[src/rtl/cache_fill_ctrl.sv]
// Miss-fill controller: takes one cache miss, issues a block-aligned memory read,
// gathers the 32-bit response beats into a line and writes it to the cache for one cycle.
module cache_fill_ctrl #(
  parameter int BLOCK_SIZE = 256
) (
  input  logic                  clk_i,
  input  logic                  reset_i,
  input  logic                  miss_valid_i,
  input  logic [31:0]           miss_addr_i,
  output logic                  miss_ready_o,
  output logic                  mem_req_valid_o,
  input  logic                  mem_req_ready_i,
  output logic [31:0]           mem_req_addr_o,
  input  logic                  mem_resp_valid_i,
  input  logic [31:0]           mem_resp_data_i,
  output logic                  fill_wr_en_o,
  output logic [31:0]           fill_wr_addr_o,
  output logic [BLOCK_SIZE-1:0] fill_wr_data_o,
  output logic                  busy_o
);

  localparam int BEATS       = BLOCK_SIZE / 32;
  localparam int OFFSET_BITS = $clog2(BLOCK_SIZE / 8);
  localparam int CNT_BITS    = $clog2(BEATS);

  localparam logic [CNT_BITS-1:0] LAST_BEAT = CNT_BITS'(BEATS - 1);
  localparam logic [31:0]         ADDR_MASK = ~((32'd1 << OFFSET_BITS) - 32'd1);

  typedef enum logic [1:0] {IDLE, REQ, BEAT, WRITE} state_t;

  state_t                state_q;
  logic [CNT_BITS-1:0]   cnt_q;
  logic [31:0]           addr_q;
  logic [BLOCK_SIZE-1:0] line_q;

  // Request and fill share the captured block address; the line is always visible.
  assign mem_req_addr_o = addr_q;
  assign fill_wr_addr_o = addr_q;
  assign fill_wr_data_o = line_q;

  // NOTE: all state, including the handshake outputs, updates with non-blocking
  // assignments so every register samples pre-edge values and sim matches synthesis.
  always_ff @(posedge clk_i) begin
    if (reset_i) begin
      state_q         <= IDLE;
      cnt_q           <= '0;
      addr_q          <= '0;
      // NOTE: the line buffer is plain flops, not a RAM, so clearing it on reset is cheap
      // and keeps fill_wr_data_o deterministic after a reset that discards a partial line.
      line_q          <= '0;
      miss_ready_o    <= 1'b1;
      mem_req_valid_o <= 1'b0;
      fill_wr_en_o    <= 1'b0;
      busy_o          <= 1'b0;
    end else begin
      unique case (state_q)
        IDLE: begin
          if (miss_valid_i) begin
            addr_q          <= miss_addr_i & ADDR_MASK;
            cnt_q           <= '0;
            state_q         <= REQ;
            miss_ready_o    <= 1'b0;
            busy_o          <= 1'b1;
            mem_req_valid_o <= 1'b1;
          end
        end
        REQ: begin
          if (mem_req_ready_i) begin
            state_q         <= BEAT;
            mem_req_valid_o <= 1'b0;
          end
        end
        BEAT: begin
          if (mem_resp_valid_i) begin
            line_q[{cnt_q, 5'd0} +: 32] <= mem_resp_data_i;
            cnt_q                       <= cnt_q + 1'b1;
            if (cnt_q == LAST_BEAT) begin
              state_q      <= WRITE;
              fill_wr_en_o <= 1'b1;
            end
          end
        end
        WRITE: begin
          state_q      <= IDLE;
          fill_wr_en_o <= 1'b0;
          miss_ready_o <= 1'b1;
          busy_o       <= 1'b0;
        end
      endcase
    end
  end

endmodule

[config.mk]
export PLATFORM = sky130hd
export DESIGN_NAME = cache_fill_ctrl
export DESIGN_NICKNAME = d
export VERILOG_FILES = /design/src/rtl/cache_fill_ctrl.sv
export SDC_FILE = /design/constraint.sdc
export NUM_CORES = 1
export LEC_CHECK = 0
export CAP_MARGIN = 5
export CORE_ASPECT_RATIO = 1.5
export CORE_MARGIN = 8
export CORE_UTILIZATION = 41
export DETAILED_ROUTE_END_ITERATION = 8
export PLACE_DENSITY_LB_ADDON = 0.2
export SYNTH_ARGS = -nofsm -noshare
export SYNTH_HDL_FRONTEND = slang
export SYNTH_SLANG_ARGS = --single-unit
[constraint.sdc]
create_clock -name clk_i -period 2.6 [get_ports clk_i]
set_clock_uncertainty 0.2 [all_clocks]
set_input_delay 0.78 -clock clk_i [delete_from_list [all_inputs] [get_ports clk_i]]
set_output_delay 0.78 -clock clk_i [all_outputs]
set_load 0.01 [all_outputs]
---- Word-level counts from Yosys, hierarchy flattened ----
Cells that the tools add are included.
word-level totals
  logic and storage cells ................. 50
  output and inout port bits .............. 324
  flip-flop bits (word level) ............. 292
operators by class
  add/sub/neg operators ................... 2
  equal/unequal tests ..................... 8
  reductions and logical operators ........ 12
  mux-type cells .......................... 18
  shifts and indexed selects .............. 2
operators with widths
  kind                         count
  $bwmux W256                  1
  $shift A32 B10 Y256 const A  1
  $shiftx A32 B10 Y256         1
  $neg A8 Y10                  1
  $reduce_and A3 Y1            3
  $mux W2                      4
  $ne A2 B2 Y1 const B         4
  $pmux W1 S2                  4
  $pmux W2 S4                  1
  $reduce_bool A2 Y1           4
  $mux W3                      2
  $pmux W3 S2                  1
  $reduce_and A2 Y1            3
  $mux W1                      5
  $eq A2 B2 Y1 const B         2
  $reduce_and A4 Y1            1
  $add A3 B1 Y3 const B        1
  $eq A3 B3 Y1 const B         1
  $eq A2 B1 Y1 const B         1
  $logic_not A2 Y1             1

---- Depth between registers and ports, before layout ----
  depth in word-level cells ............... 4
  gate-level depth with buffers ........... 10

---- Worst setup path after synthesis ----
OpenSTA, ideal clock, no wires.
  kind .................................... reg2reg
  start point ............................. register cnt_q[0]
  end point ............................... register line_q[130] (netlist: fill_wr_data_o[130])
  setup slack ............................. 0.105 ns
  required time ........................... 2.268 ns
  stages on the path, launching flop included .. 11
  setup time .............................. 0.132 ns
  clock period less this slack ............ 2.495 ns
  arrival ................................. 2.163 ns
  buffers on the path ..................... 3
  path through ............................ dfxtp_1 -> buf_4 -> inv_1 -> ha_1 -> ha_1 -> o31ai_2 -> or4_1 -> buf_2 -> buf_6 -> nand2_1 -> a21oi_1
between the ends
  cells in the longest elaborated chain, start to end .. 3
  elaborated cells on any way between the ends .. 4
  classes of those cells .................. 1 x add/sub; 2 x shift; 1 x mux
ends and longest elaborated chain
  item                                                                RTL line  text
  from (decl)                                                         32        logic [CNT_BITS-1:0] cnt_q;
  from (signal assigned)                                              76        cnt_q <= cnt_q + 1'b1;
  $neg A8 Y10 (*)                                                     75        line_q[{cnt_q, 5'd0} +: 32] <= mem_resp_data_i;
  $shiftx A32 B10 Y256 / $shift A32 B10 Y256 (equally long branches)  75
  $bwmux W256 (*)                                                     75
  to (signal, indexed assignment)                                     75
  to (decl)                                                           34        logic [BLOCK_SIZE-1:0] line_q;
Every way passes the cells marked *; elsewhere a longest branch is shown, timed or not.
A chain may end at the register's enable or synchronous reset.

---- Worst setup path in the final report ----
  start point ............................. register busy_o
  end point ............................... output busy_o
RTL lines
  item                    RTL line  text
  from (decl)             19        output logic busy_o
  from (signal assigned)  54        busy_o <= 1'b0;
  from (signal assigned)  63        busy_o <= 1'b1;
  from (signal assigned)  87        busy_o <= 1'b0;
No word-level cell between the ends.

==> metrics.cfg <==
[critical_path]
path_cells = clkdlybuf4s50_1
critical_path_buf_inv_count = 1
worstSetupPathDepth = 1
startpoint = busy_o
endpoint = busy_o
timing.rr.end = fill_wr_data_o[137]
cp_max_fo = 2
slowest_delay_ns = 0.58
r2r_cells = 7
startpoint_type = flip-flop
required_ns = 1.62
rr_startpoint = cnt_q[2]
r2r_setup_slack_ns = 0.20
crit_slowest_cell = clkdlybuf4s50_1
crit_family = buffers and inverters
critPathArrivalTime_ns = 1.55
cp-end-kind = output port
crit_type = flip-flop to output port

[logic_synthesis]
ys_ff_latch = 292
synth.area.top_cells = dfxtp_1 (52%), nand3b_1 (13%), nand2_1 (9.4%)
synth_top_area_share = 0.5170
yosysUniqueCellTypes = 40
synth_edf_count = 0
synthCells = 1303
synth_flop_cell = dfxtp_1
ys_warn_count = 0
synth_top_area_cell = dfxtp_1
ys_seq_area_frac = 0.5170
syn_area_per_cell_um2 = 8.677
synth_async_sr_flop_share = 0
syn_area_mm2 = 0.01131

[die]
coreArea_mm2 = 0.02722
die_x_um = 151.6
ios = 393
chipHeight_um = 219.4
rows = 74
dieArea_mm2 = 0.03325
start_util = 0.4153

[grt]
grt_pass1_vias = 10250
grt_max_degree = 103
grt_pass1_wl_um = 59270
track_usage = 0.2301
antenna_found_initial = 0
overflow = 0

[timing]
setup_viol_count_final = 0
hold_violations = 0
clock.fmax_mhz = 395.7
slew_headroom = 0.6303
worstMarginPinSlew_ns = 0.5545
fin_crit_ns = 2.527
drv_slew = 0
setup_tns_ns = 0
worst_hold_slack_ns = 0.2537
rsz0062_at_grt = false
period_share = 0.9720

[clocking]
postCtsResizedCells = 0
clk_latency_ns = 0.55
cts_hold_buf = 0
cts_root_buf = clkbuf_16
path_clk_slew_ns = 0.07
cts_setup_buffers = 0
cts.path.max_buffers = 3
htreeDepth = 1
cts.sinks = 292
tritoncts = done
cts_made_buffers = 28

[routing]
drt-wirelength-per-cell_um = 19.84
ant_nets = 0
via_count = 10300
viasPerCell = 5.151
drt_iter0_drc = 638
dr.pass1.iters = 5
routed_wl_um = 39680
drc = 0

[cells_and_area]
fin_area_mm2 = 0.01650
seqCellArea_mm2 = 0.005846
drive_gt1_frac = 0.07660
n_antenna_cell = 0
multiInputGateArea_mm2 = 0.004723
nets = 1718
fin_util = 0.6063
fill_cells = 2408
syn_to_final_growth_pct = 45.97

[power_and_ir_drop]
fin_total_pwr_mw = 10.97
power_density_mw_per_mm2 = 664.8
ir_drop_v = 0.0005430
leakagePower_nw = 5.554

[placed_design]
port_buffers = 377
hpwl_um = 28400
placed_area_mm2 = 0.01548
place.gp.congestion = 0.8119

[job]
drv_cap = 0

[min_path]
hold_path.class = flip-flop to flip-flop

[outcome]
status = completed

[logic make-up (layout without fill, tap and decap cells)]
kind of cell / Yosys count / in the layout / share of synthesized area
AOI/OAI and AO/OA: 303 / 303 / 0.1368
adders and majority gates: 13 / 13 / 0.01439
buffers and inverters: 153 / 499 / 0.07061
DFF: 292 / 292 / 0.5170
muxes: 1 / 1 / 0.0008854
other: 1 / 10 / 0.0003317
and+or+nand+nor: 540 / 540 / 0.2600
[sequential cells by signal (all words and copies together) (netlist names)]
register,flops
miss_ready_o,1
fill_wr_addr_o,27
busy_o,1
fill_wr_data_o,256
state_q,2
cnt_q,3
mem_req_valid_o,1
fill_wr_en_o,1
[synthesized netlist by cell type (all sizes together) (5+ instances only)]
library cell / instances
nand2b: 5
dfxtp: 292
nor2b: 33
o21ai: 197
clkbuf: 66
nand3b: 193
nand2: 282
ha: 13
inv: 7
nor2: 8
a21oi: 96
buf: 80
[cell usage in the layout (no fill, tap or decap), types with 2 or more instances in the layout]
cell type,n
nand3_1,3
clkinv_2,7
conb_1,10
nor3b_4,2
o21ai_1,47
a21oi_1,96
clkbuf_1,2
clkdlybuf4s50_1,376
o21bai_1,2
nand3b_1,192
bufinv_16,5
o21ai_0,150
clkbuf_16,29
buf_12,17
clkbuf_8,4
buf_4,46
nand2b_2,2
a22oi_1,2
ha_1,13
nor2b_1,33
nor2_1,8
nand2b_1,3
inv_1,7
or3_2,3
nand2_1,282
clkinvlp_4,4
dfxtp_1,292
a211oi_1,2
[cell type report]
| class | count | area share |
|---|---|---|
| Multi-Input combinational cell | 867 | 0.2862 |
| Clock inverter | 17 | 0.01403 |
| Timing Repair Buffer | 440 | 0.2703 |
| Tap cell | 342 | 0.02593 |
| Sequential cell | 292 | 0.3542 |
| Inverter | 7 | 0.001592 |
| Clock buffer | 35 | 0.04776 |
[layer usage]
metal  wire, um  track usage  share of wire  up-vias
li1           -            -              -     5008
met1      14180       0.2465           0.36     4815
met2      20720       0.4120           0.52      393
met3       2874      0.05196          0.072       86
met4       1910       0.1180          0.048        0
met5          0            0              0        -
[where the power goes]
group	switching, mW	internal, mW
logic	0.896	0.844
clock network	1.81	2.66
registers	0.129	4.64
total	2.83	8.14
[worst min-delay path by stage]
stage,end,slack (ns),cells after the start,from
2_1_floorplan,fill_wr_data_o[0],0.28,2,fill_wr_data_o[0]
3_3_place_gp,fill_wr_data_o[29],0.24,2,fill_wr_data_o[29]
3_5_place_dp,fill_wr_data_o[30],0.25,2,fill_wr_data_o[30]
4_1_cts,fill_wr_data_o[130],0.26,2,fill_wr_data_o[130]
5_1_grt,fill_wr_data_o[25],0.27,2,fill_wr_data_o[25]
6_report,fill_wr_data_o[145],0.25,2,fill_wr_data_o[145]
[stage by stage]
stage	std cells	worst slack (ns)
after floorplan	1312	0.1046
after global placement	1948	-0.1571
after detailed placement	1948	-0.1958
after CTS	2000	0.008354
after global routing	2000	0.01278
final	2000	0.07274
(Power assumes the default switching activity.)
